[config.mk]
export PLATFORM = sky130hd
export DESIGN_NAME = axi_slave_regfile
export DESIGN_NICKNAME = d
export VERILOG_FILES = /design/src/rtl/axi_pkg.sv /design/src/rtl/axi_burst_addr_gen.sv /design/src/rtl/axi_slave_regfile.sv
export SDC_FILE = /design/constraint.sdc
export NUM_CORES = 2
export LEC_CHECK = 0
export BUFFER_PORTS_ARGS = -buffer_cell sky130_fd_sc_hd__buf_4
export CORE_MARGIN = 4
export CORE_UTILIZATION = 46
export DETAILED_ROUTE_END_ITERATION = 10
export PLACE_DENSITY = 0.66
export SKIP_LAST_GASP = 1
export SLEW_MARGIN = 30
export SYNTH_ARGS = -nofsm -noshare
export SYNTH_HDL_FRONTEND = slang
export SYNTH_SLANG_ARGS = --single-unit
[constraint.sdc]
create_clock -name ACLK -period 6 [get_ports ACLK]
set_input_delay 0 -clock ACLK [delete_from_list [all_inputs] [get_ports ACLK]]
set_output_delay 0 -clock ACLK [all_outputs]
set_load 0.005 [all_outputs]
[src/rtl/axi_pkg.sv]
// Shared AXI4 types for the register-file slave: burst/response encodings,
// per-burst control payload and FSM state encodings.
package axi_pkg;

   typedef enum logic [1:0] {
      FIXED = 2'd0,
      INCR  = 2'd1,
      WRAP  = 2'd2,
      RSVD  = 2'd3
   } burst_t;

   typedef enum logic [1:0] {
      OKAY   = 2'd0,
      EXOKAY = 2'd1,
      SLVERR = 2'd2,
      DECERR = 2'd3
   } resp_t;

   typedef struct packed {
      logic [7:0] len;
      logic [2:0] size;
      burst_t     burst;
   } burst_ctl_t;

   typedef enum logic [1:0] {
      W_IDLE = 2'd0,
      W_DATA = 2'd1,
      W_RESP = 2'd2
   } w_state_t;

   typedef enum logic {
      R_IDLE = 1'b0,
      R_DATA = 1'b1
   } r_state_t;

   function automatic logic [7:0] size_bytes(input logic [2:0] size);
      return 8'(8'd1 << size);
   endfunction

endpackage

[src/rtl/axi_burst_addr_gen.sv]
// Combinational per-beat address step, burst legality and register decode.
module axi_burst_addr_gen
   import axi_pkg::*;
#(
   parameter int unsigned           ADDR_WIDTH = 32,
   parameter int unsigned           DATA_WIDTH = 32,
   parameter int unsigned           NUM_REGS   = 16,
   parameter logic [ADDR_WIDTH-1:0] BASE_ADDR  = '0
) (
   input  logic [ADDR_WIDTH-1:0]       addr,
   input  burst_ctl_t                  ctl,
   output logic [ADDR_WIDTH-1:0]       next_addr_c,
   output logic                        beat_err_c,
   output logic [$clog2(NUM_REGS)-1:0] idx_c
);

   localparam int unsigned BYTES      = DATA_WIDTH / 8;
   localparam int unsigned LOG2_BYTES = $clog2(BYTES);
   localparam int unsigned IDX_W      = $clog2(NUM_REGS);
   localparam int unsigned SPAN       = NUM_REGS * BYTES;

   logic [ADDR_WIDTH-1:0] incr_addr;
   logic [ADDR_WIDTH-1:0] wrap_mask;
   logic [ADDR_WIDTH:0]   offset;
   logic                  burst_err;
   logic                  range_err;

   // Borrow bit of the offset flags addresses below the base.
   always_comb begin
      incr_addr = addr + ADDR_WIDTH'(size_bytes(ctl.size));
      wrap_mask = ((ADDR_WIDTH'(ctl.len) + ADDR_WIDTH'(1)) << ctl.size) - ADDR_WIDTH'(1);
      next_addr_c = addr;
      case (ctl.burst)
         INCR:    next_addr_c = incr_addr;
         WRAP:    next_addr_c = (addr & ~wrap_mask) | (incr_addr & wrap_mask);
         default: next_addr_c = addr;
      endcase

      burst_err = (ctl.burst == RSVD) || (ctl.size > 3'(LOG2_BYTES)) ||
                  ((ctl.burst == WRAP) && !(ctl.len inside {8'd1, 8'd3, 8'd7, 8'd15}));

      offset     = {1'b0, addr} - {1'b0, BASE_ADDR};
      range_err  = offset[ADDR_WIDTH] || (offset[ADDR_WIDTH-1:0] >= ADDR_WIDTH'(SPAN));
      beat_err_c = burst_err | range_err;
      idx_c      = offset[LOG2_BYTES +: IDX_W];
   end

endmodule

[src/rtl/axi_slave_regfile.sv]
// AXI4 register file of NUM_REGS words with independent write and read burst
// engines sharing one register array; read data is registered.
module axi_slave_regfile
   import axi_pkg::*;
#(
   parameter int unsigned           ADDR_WIDTH = 32,
   parameter int unsigned           DATA_WIDTH = 32,
   parameter int unsigned           ID_WIDTH   = 4,
   parameter int unsigned           NUM_REGS   = 16,
   parameter logic [ADDR_WIDTH-1:0] BASE_ADDR  = '0
) (
   input  logic                    ACLK,
   input  logic                    ARESETn,
   input  logic [ID_WIDTH-1:0]     AWID,
   input  logic [ADDR_WIDTH-1:0]   AWADDR,
   input  logic [7:0]              AWLEN,
   input  logic [2:0]              AWSIZE,
   input  logic [1:0]              AWBURST,
   input  logic                    AWVALID,
   output logic                    AWREADY,
   input  logic [DATA_WIDTH-1:0]   WDATA,
   input  logic [DATA_WIDTH/8-1:0] WSTRB,
   input  logic                    WLAST,
   input  logic                    WVALID,
   output logic                    WREADY,
   output logic [ID_WIDTH-1:0]     BID,
   output logic [1:0]              BRESP,
   output logic                    BVALID,
   input  logic                    BREADY,
   input  logic [ID_WIDTH-1:0]     ARID,
   input  logic [ADDR_WIDTH-1:0]   ARADDR,
   input  logic [7:0]              ARLEN,
   input  logic [2:0]              ARSIZE,
   input  logic [1:0]              ARBURST,
   input  logic                    ARVALID,
   output logic                    ARREADY,
   output logic [ID_WIDTH-1:0]     RID,
   output logic [DATA_WIDTH-1:0]   RDATA,
   output logic [1:0]              RRESP,
   output logic                    RLAST,
   output logic                    RVALID,
   input  logic                    RREADY
);

   localparam int unsigned BYTES = DATA_WIDTH / 8;
   localparam int unsigned IDX_W = $clog2(NUM_REGS);

   logic [DATA_WIDTH-1:0] regs [NUM_REGS];

   // ---------------- write path ----------------
   w_state_t              w_state, w_state_d;
   logic [ID_WIDTH-1:0]   aw_id;
   logic [ADDR_WIDTH-1:0] aw_addr;
   burst_ctl_t            aw_ctl;
   logic [7:0]            w_cnt;
   logic                  w_err;
   logic                  aw_hs, w_hs, w_end, w_mismatch, w_we;
   logic [ADDR_WIDTH-1:0] w_next_addr;
   logic                  w_beat_err;
   logic [IDX_W-1:0]      w_idx;

   axi_burst_addr_gen #(
      .ADDR_WIDTH (ADDR_WIDTH),
      .DATA_WIDTH (DATA_WIDTH),
      .NUM_REGS   (NUM_REGS),
      .BASE_ADDR  (BASE_ADDR)
   ) u_waddr (
      .addr        (aw_addr),
      .ctl         (aw_ctl),
      .next_addr_c (w_next_addr),
      .beat_err_c  (w_beat_err),
      .idx_c       (w_idx)
   );

   always_ff @(posedge ACLK) begin
      if (!ARESETn) w_state <= W_IDLE;
      else          w_state <= w_state_d;
   end

   // A beat ends the burst on WLAST or when the counter runs out, whichever is first.
   always_comb begin
      w_state_d  = w_state;
      aw_hs      = 1'b0;
      w_hs       = 1'b0;
      w_end      = 1'b0;
      w_mismatch = 1'b0;
      w_we       = 1'b0;
      case (w_state)
         W_IDLE: begin
            aw_hs = AWVALID && AWREADY;
            if (aw_hs) w_state_d = W_DATA;
         end
         W_DATA: begin
            w_hs = WVALID && WREADY;
            if (w_hs) begin
               w_we       = !w_beat_err;
               w_mismatch = WLAST ^ (w_cnt == 8'd0);
               w_end      = WLAST || (w_cnt == 8'd0);
               if (w_end) w_state_d = W_RESP;
            end
         end
         W_RESP: begin
            if (BVALID && BREADY) w_state_d = W_IDLE;
         end
         default: w_state_d = W_IDLE;
      endcase
   end

   always_ff @(posedge ACLK) begin
      if (!ARESETn) begin
         AWREADY <= 1'b1;
         WREADY  <= 1'b0;
         BVALID  <= 1'b0;
         BID     <= '0;
         BRESP   <= OKAY;
         aw_id   <= '0;
         aw_addr <= '0;
         aw_ctl  <= '0;
         w_cnt   <= '0;
         w_err   <= 1'b0;
      end else begin
         AWREADY <= (w_state_d == W_IDLE);
         WREADY  <= (w_state_d == W_DATA);
         BVALID  <= (w_state_d == W_RESP);
         if (aw_hs) begin
            aw_id   <= AWID;
            aw_addr <= AWADDR;
            aw_ctl  <= '{len: AWLEN, size: AWSIZE, burst: burst_t'(AWBURST)};
            w_cnt   <= AWLEN;
            w_err   <= 1'b0;
         end
         if (w_hs) begin
            aw_addr <= w_next_addr;
            w_cnt   <= w_cnt - 8'd1;
            w_err   <= w_err | w_beat_err;
         end
         if (w_end) begin
            BID   <= aw_id;
            BRESP <= (w_err || w_beat_err || w_mismatch) ? SLVERR : OKAY;
         end
      end
   end

   always_ff @(posedge ACLK) begin
      if (!ARESETn) begin
         for (int unsigned i = 0; i < NUM_REGS; i++) regs[i] <= '0;
      end else if (w_we) begin
         for (int unsigned b = 0; b < BYTES; b++)
            if (WSTRB[b]) regs[w_idx][8*b +: 8] <= WDATA[8*b +: 8];
      end
   end

   // ---------------- read path ----------------
   r_state_t              r_state, r_state_d;
   logic [ADDR_WIDTH-1:0] ar_addr;
   burst_ctl_t            ar_ctl;
   logic [7:0]            r_cnt;
   logic                  ar_hs, r_hs, r_load;
   logic [ADDR_WIDTH-1:0] rg_addr;
   burst_ctl_t            rg_ctl;
   logic [ADDR_WIDTH-1:0] r_next_addr;
   logic                  r_beat_err;
   logic [IDX_W-1:0]      r_idx;

   axi_burst_addr_gen #(
      .ADDR_WIDTH (ADDR_WIDTH),
      .DATA_WIDTH (DATA_WIDTH),
      .NUM_REGS   (NUM_REGS),
      .BASE_ADDR  (BASE_ADDR)
   ) u_raddr (
      .addr        (rg_addr),
      .ctl         (rg_ctl),
      .next_addr_c (r_next_addr),
      .beat_err_c  (r_beat_err),
      .idx_c       (r_idx)
   );

   always_ff @(posedge ACLK) begin
      if (!ARESETn) r_state <= R_IDLE;
      else          r_state <= r_state_d;
   end

   // Beat 0 decodes straight from the AR payload; later beats from the stepped address.
   always_comb begin
      r_state_d = r_state;
      ar_hs     = 1'b0;
      r_hs      = 1'b0;
      r_load    = 1'b0;
      rg_addr   = ar_addr;
      rg_ctl    = ar_ctl;
      case (r_state)
         R_IDLE: begin
            rg_addr = ARADDR;
            rg_ctl  = '{len: ARLEN, size: ARSIZE, burst: burst_t'(ARBURST)};
            ar_hs   = ARVALID && ARREADY;
            r_load  = ar_hs;
            if (ar_hs) r_state_d = R_DATA;
         end
         R_DATA: begin
            r_hs   = RVALID && RREADY;
            r_load = r_hs && !RLAST;
            if (r_hs && RLAST) r_state_d = R_IDLE;
         end
         default: r_state_d = R_IDLE;
      endcase
   end

   always_ff @(posedge ACLK) begin
      if (!ARESETn) begin
         ARREADY <= 1'b1;
         RVALID  <= 1'b0;
         RLAST   <= 1'b0;
         RID     <= '0;
         RDATA   <= '0;
         RRESP   <= OKAY;
         ar_addr <= '0;
         ar_ctl  <= '0;
         r_cnt   <= '0;
      end else begin
         ARREADY <= (r_state_d == R_IDLE);
         RVALID  <= (r_state_d == R_DATA);
         if (ar_hs) begin
            RID    <= ARID;
            ar_ctl <= rg_ctl;
            r_cnt  <= ARLEN;
            RLAST  <= (ARLEN == 8'd0);
         end else if (r_load) begin
            r_cnt <= r_cnt - 8'd1;
            RLAST <= (r_cnt == 8'd1);
         end else if (r_hs) begin
            RLAST <= 1'b0;
         end
         if (r_load) begin
            ar_addr <= r_next_addr;
            RDATA   <= r_beat_err ? '0 : regs[r_idx];
            RRESP   <= r_beat_err ? SLVERR : OKAY;
         end
      end
   end

endmodule

## Word-level counts from Yosys, hierarchy flattened

Memory sizes are Yosys's and may differ from the RTL's.
Index checks and enable logic that the tools add are counted.

| cells by class | value |
|---|---|
| reduce and logical (&&, ||, !) cells | 31 |
| bitwise logic cells | 14 |
| equality and inequality tests | 20 |
| order comparisons | 4 |
| shifts and indexed selects | 4 |
| add/sub/neg operators | 8 |
| multiplexer cells | 57 |

Operators by type and width:

| operator | count |
|---|---|
| $mux W32 | 5 |
| $and A32 B32 Y32 | 4 |
| $pmux W32 S2 | 2 |
| $add A32 B8 Y32 | 2 |
| $ge A32 B7 Y1 const B | 2 |
| $not A32 Y32 | 2 |
| $or A32 B32 Y32 | 2 |
| $shl A32 B3 Y32 | 2 |
| $sub A32 B1 Y32 const B | 2 |
| $mux W1 | 34 |
| $mux W8 | 4 |
| $reduce_or A32 Y1 | 1 |
| $eq A8 B1 Y1 const B | 3 |
| $add A8 B1 Y9 const B | 2 |
| $eq A8 B2 Y1 const B | 2 |
| $eq A8 B3 Y1 const B | 2 |
| $eq A8 B4 Y1 const B | 2 |
| $logic_not A8 Y1 | 2 |
| $shl A1 B3 Y8 const A | 2 |
| $sub A8 B1 Y8 const B | 2 |
| $mux W13 | 1 |
| $eq A2 B2 Y1 const B | 6 |
| $mux W2 | 6 |
| $logic_and A1 B1 Y1 | 9 |
| other kinds (16) | 37 |

| word-level totals | value |
|---|---|
| register bits after elaboration | 163 |
| bits of input ports | 142 |
| logic and storage cells | 163 |
| memories | 1 |
| output and inout port bits | 50 |
| memory bits (writable) | 512 |

Memories:

| memory | depth | width | read ports | clocked after Yosys merged registers in | write ports | RTL line | source |
|---|---|---|---|---|---|---|---|
| regs | 16 | 32 | 1 | 0 | 16 | axi_slave_regfile.sv:48 | `logic [DATA_WIDTH-1:0] regs [NUM_REGS];` |

## Depth between registers and ports, before layout

| logic depth | value |
|---|---|
| depth after elaboration | 14 |
| gate-level depth with buffers | 23 |
| gate-level depth less buffers | 16 |

## Cells and area by module

Synthesis repeated with hierarchy kept, for this count alone.

| second synthesis, totals | value |
|---|---|
| cell total of the unflattened synthesis | 3189 |
| area, all modules | 35854.4 um^2 |

By module, submodules not included:

| module | instances | cells each | sequential area each (um^2) | area each (um^2) |
|---|---|---|---|---|
| axi_slave_regfile | 1 | 2255 | 18597.8 | 29923.7 |
| axi_burst_addr_gen | 2 | 467 | 0.0 | 2965.3 |

## Worst setup path after synthesis

Ideal clock, no wire load.

| timing | value |
|---|---|
| path kind | reg-to-reg |
| from | reg RVALID |
| to | reg ar_addr[15] |
| clock period less this slack | 5154 ps |
| cell stages (with the launch flop) | 24 |
| arrival time | 5083 ps |
| buffers on the path | 7 |
| path slack | 846 ps |
| setup time | 71 ps |
| data required time | 5929 ps |
| cells stage by stage | dfxtp_1 -> buf_6 -> buf_8 -> buf_2 -> buf_2 -> buf_2 -> buf_1 -> clkbuf_1 -> mux2i_1 -> inv_1 -> ha_1 -> xnor2_1 -> o22ai_1 -> a211oi_1 -> a41oi_1 -> nor4b_2 -> nand2_1 -> nor2_1 -> and3_1 -> ha_1 -> a21oi_1 -> nand4_1 -> a221o_1 -> a21oi_1 |

RTL lines:

| item | RTL line | source |
|---|---|---|
| start: declaration | axi_slave_regfile.sv:41 | `output logic RVALID,` |
| start signal: assignment | axi_slave_regfile.sv:221 | `RVALID <= (r_state_d == R_DATA);` |
| end signal: assignment | axi_slave_regfile.sv:234 | `ar_addr <= r_next_addr;` |
| end: declaration | axi_slave_regfile.sv:155 | `logic [ADDR_WIDTH-1:0] ar_addr;` |

==> run summary <==
Die Y: 288 um
P_sw: 3.51 mW
Final Max Tran Viols: 0
Worst path required time: 6510 ps
Cells after synthesis: 3,828
Vias in the first global route: 28,800
Largest area contributor in the netlist: edfxtp_1
Layout area overhead: 17.9%
Top cells by area, synth: edfxtp_1 (43%), dfxtp_1 (9.0%), and2_1 (8.6%), nand2_1 (7.7%), nand3_1 (2.8%)
Worst Setup Start Kind: register
Clk pwr share: 37.5%
Detail-routed via count per cell: 5.78
Sw Share: 29.1%
Place WS: 1300 ps
Skew-Pair Late Insertion Delay: 630 ps
Ports: 192
Initial Util: 46.5%
DR pass1 iterations: 6
Smallest hold slack: 39.3 ps
Unrepaired setup endpoints after global routing: no
Reg clk slew, reported paths: 60 ps
Post-CTS setup buffers: 0
Design area: 42,400 sq um
CTS sink cnt: 673
Min cycle time layout: 5010 ps
Layout Nets: 4,244
Post-synthesis cell area: 36,000 sq um
Layout cells sized above 1: 11.3%
Die ar.: 82,800 sq um
Initial antenna violation count: 4
Sequential power share: 44.4%
Global placement routability congestion: 0.895
Largest fanout on the critical path: 15
Tot GR Track Use: 25.1%
Final Hold Fails: 0
Synth Flop Type: edfxtp_1
1st-iter DRT viols: 2,554
Row count: 102
Core outline area: 77,500 sq um
Post-synthesis sequential area ratio: 51.7%
Worst-Margin Slew: 930 ps
Total gr overflow: 0
Fin Setup TNS: 0 ps
Detail Placement HPWL: 68.7 mm
Comb pwr share: 18.1%
CTS H-tree depth: 3
Internal power: 8.54 mW
Synthesized flop and latch total: 673
Setup ws final: 994 ps
Synth warn: 0
Slew margin rel.: 38.0%
Number of synthesized flops with an enable pin: 512
Syn Area/Cell: 9.41 sq um
Clk_skew: 26.5 ps
Longest Clk Path Bufs: 3
DP Area: 38,500 sq um
DRC violations left: 0
Largest net degree at the start of global routing: 179
Crit path kind: register to register
Die width: 288 um
Crit end category: register
Synth top area share: 42.7%
Peak VDD IR: 0.000190 V
Pwr dens: 284 nW/um^2
CTS Buf Count: 76
Status: complete, no violations
Fmax: 200 MHz
First-pass GRT wire length: 164 mm
Synth cell types: 93
Final Power: 12.1 mW
Tcrit/Tclk final: 83.4%
Routed wire length per instance: 20.6 um
IO buf count: 189
Final setup viols: 0
Maxcap violations: 0
Final WL: 106 mm
Vias: 29,900
Async S/R FF share, synth: 0%
Post-DRT Antenna Nets: 0
CTS tree: done
Critical Path AT: 5520 ps
LEAKAGE: 16.1 nW
Root Driver: clkbuf_16
Worst min path class: input port to register
## synth_stat cells, types with 33 or more instances
library cell and count:
and2_1 497, ha_1 33, nand2_1 740, and3_1 118, inv_1 42, a22oi_1 40, nor3_1 34, mux2i_1 45
nand3_1 198, clkbuf_1 249, edfxtp_1 512, o21ai_0 160, a21oi_1 165, dfxtp_1 161, a311oi_1 108, a31oi_1 64
nor2_1 227
## path summary, 6_finish.rpt
path         slack [ps]  cells past startpoint          to       from
max                 990                     12    register  aw_ctl[5]
min                  40                      6  ar_ctl[11]    ARVALID
min reg2reg         440                      2      BID[1]   aw_id[1]
max reg2reg         990                     12    register  aw_ctl[5]
## registers in the layout, summed over array words and instances (netlist names), named ones only
register and count:
RVALID 1, WREADY 1, RDATA 32, RLAST 1, w_cnt 8, regs 512, BVALID 1, ar_addr 32
RRESP 1, r_cnt 8, BID 4, aw_id 4, RID 4, BRESP 1, AWREADY 1, ARREADY 1
aw_ctl 13, ar_ctl 13, w_err 1, w_state 2
## layer usage
layer,global-route usage (%),part of all wire (%)
met1,33.6,42
met2,41.8,48
met3,3.56,6.5
met4,8.77,3.5
met5,0,0
## power groups by stage
stage                     registers (mW)  clock network (mW)  logic [mW]
after floorplan                     5.37                   0        1.39
after global placement              5.43                   0        2.04
after detailed placement            5.44                   0        2.06
after CTS                           5.34                4.59        2.16
after global routing                5.37                4.77        2.38
final                               5.34                4.52        2.18
## kinds of logic after synthesis
kind of cell	synth area share, %
compound gates	13.7
xor+xnor	1.24
fa+ha+maj	1.26
buf+inv	3.52
flops	51.7
mux	2.20
other cells	0.0104
simple gates	26.4
## metrics by stage
step	utilization [%]	cells
final	54.8	5170
after detailed placement	49.7	4881
after global routing	54.8	5169
after CTS	54.7	5167
after floorplan	-	3829
after global placement	49.7	4880
## layout by cell type, fill, tap and decap left out, types with 148 or more instances in the layout
cell type      netlist  final
nand2_1            740    739
edfxtp_1           512    512
and2_1             497    497
buf_4                4    285
nor2_1             227    226
nand3_1            198    197
a21oi_1            165    165
dfxtp_1            161    160
o21ai_0            160    159
dlygate4sd3_1        0    148
## layout make-up
type                    instances  area, sq um
fillers                      6815        35000
flip-flops and latches        673        18600
multi-input cells            2834        16200
repair buffers                437         3690
clock buffers                 107         2120
well taps                    1040         1300
clock inverters                31          282
inverters                      45          181
diodes                          3         7.51
## worst max-delay path, cell delays in order (launching register included)
cell           delay (ps)
dfxtp_1               620
ha_1                  530
xor2_1                220
o21ai_0               210
o2bb2ai_1             110
a31oi_1               450
a31oi_1               280
or4_1                 670
o31ai_1               420
and2_1                380
o21ai_0               140
a32o_1                280
dlygate4sd3_1         570
## timing repair
action	4_1_cts	5_1_grt
gates resized for setup	0	0
hold buffers	148	0
endpoints found under the hold margin	625	0
Note: power is estimated with default switching activity, not from simulation.
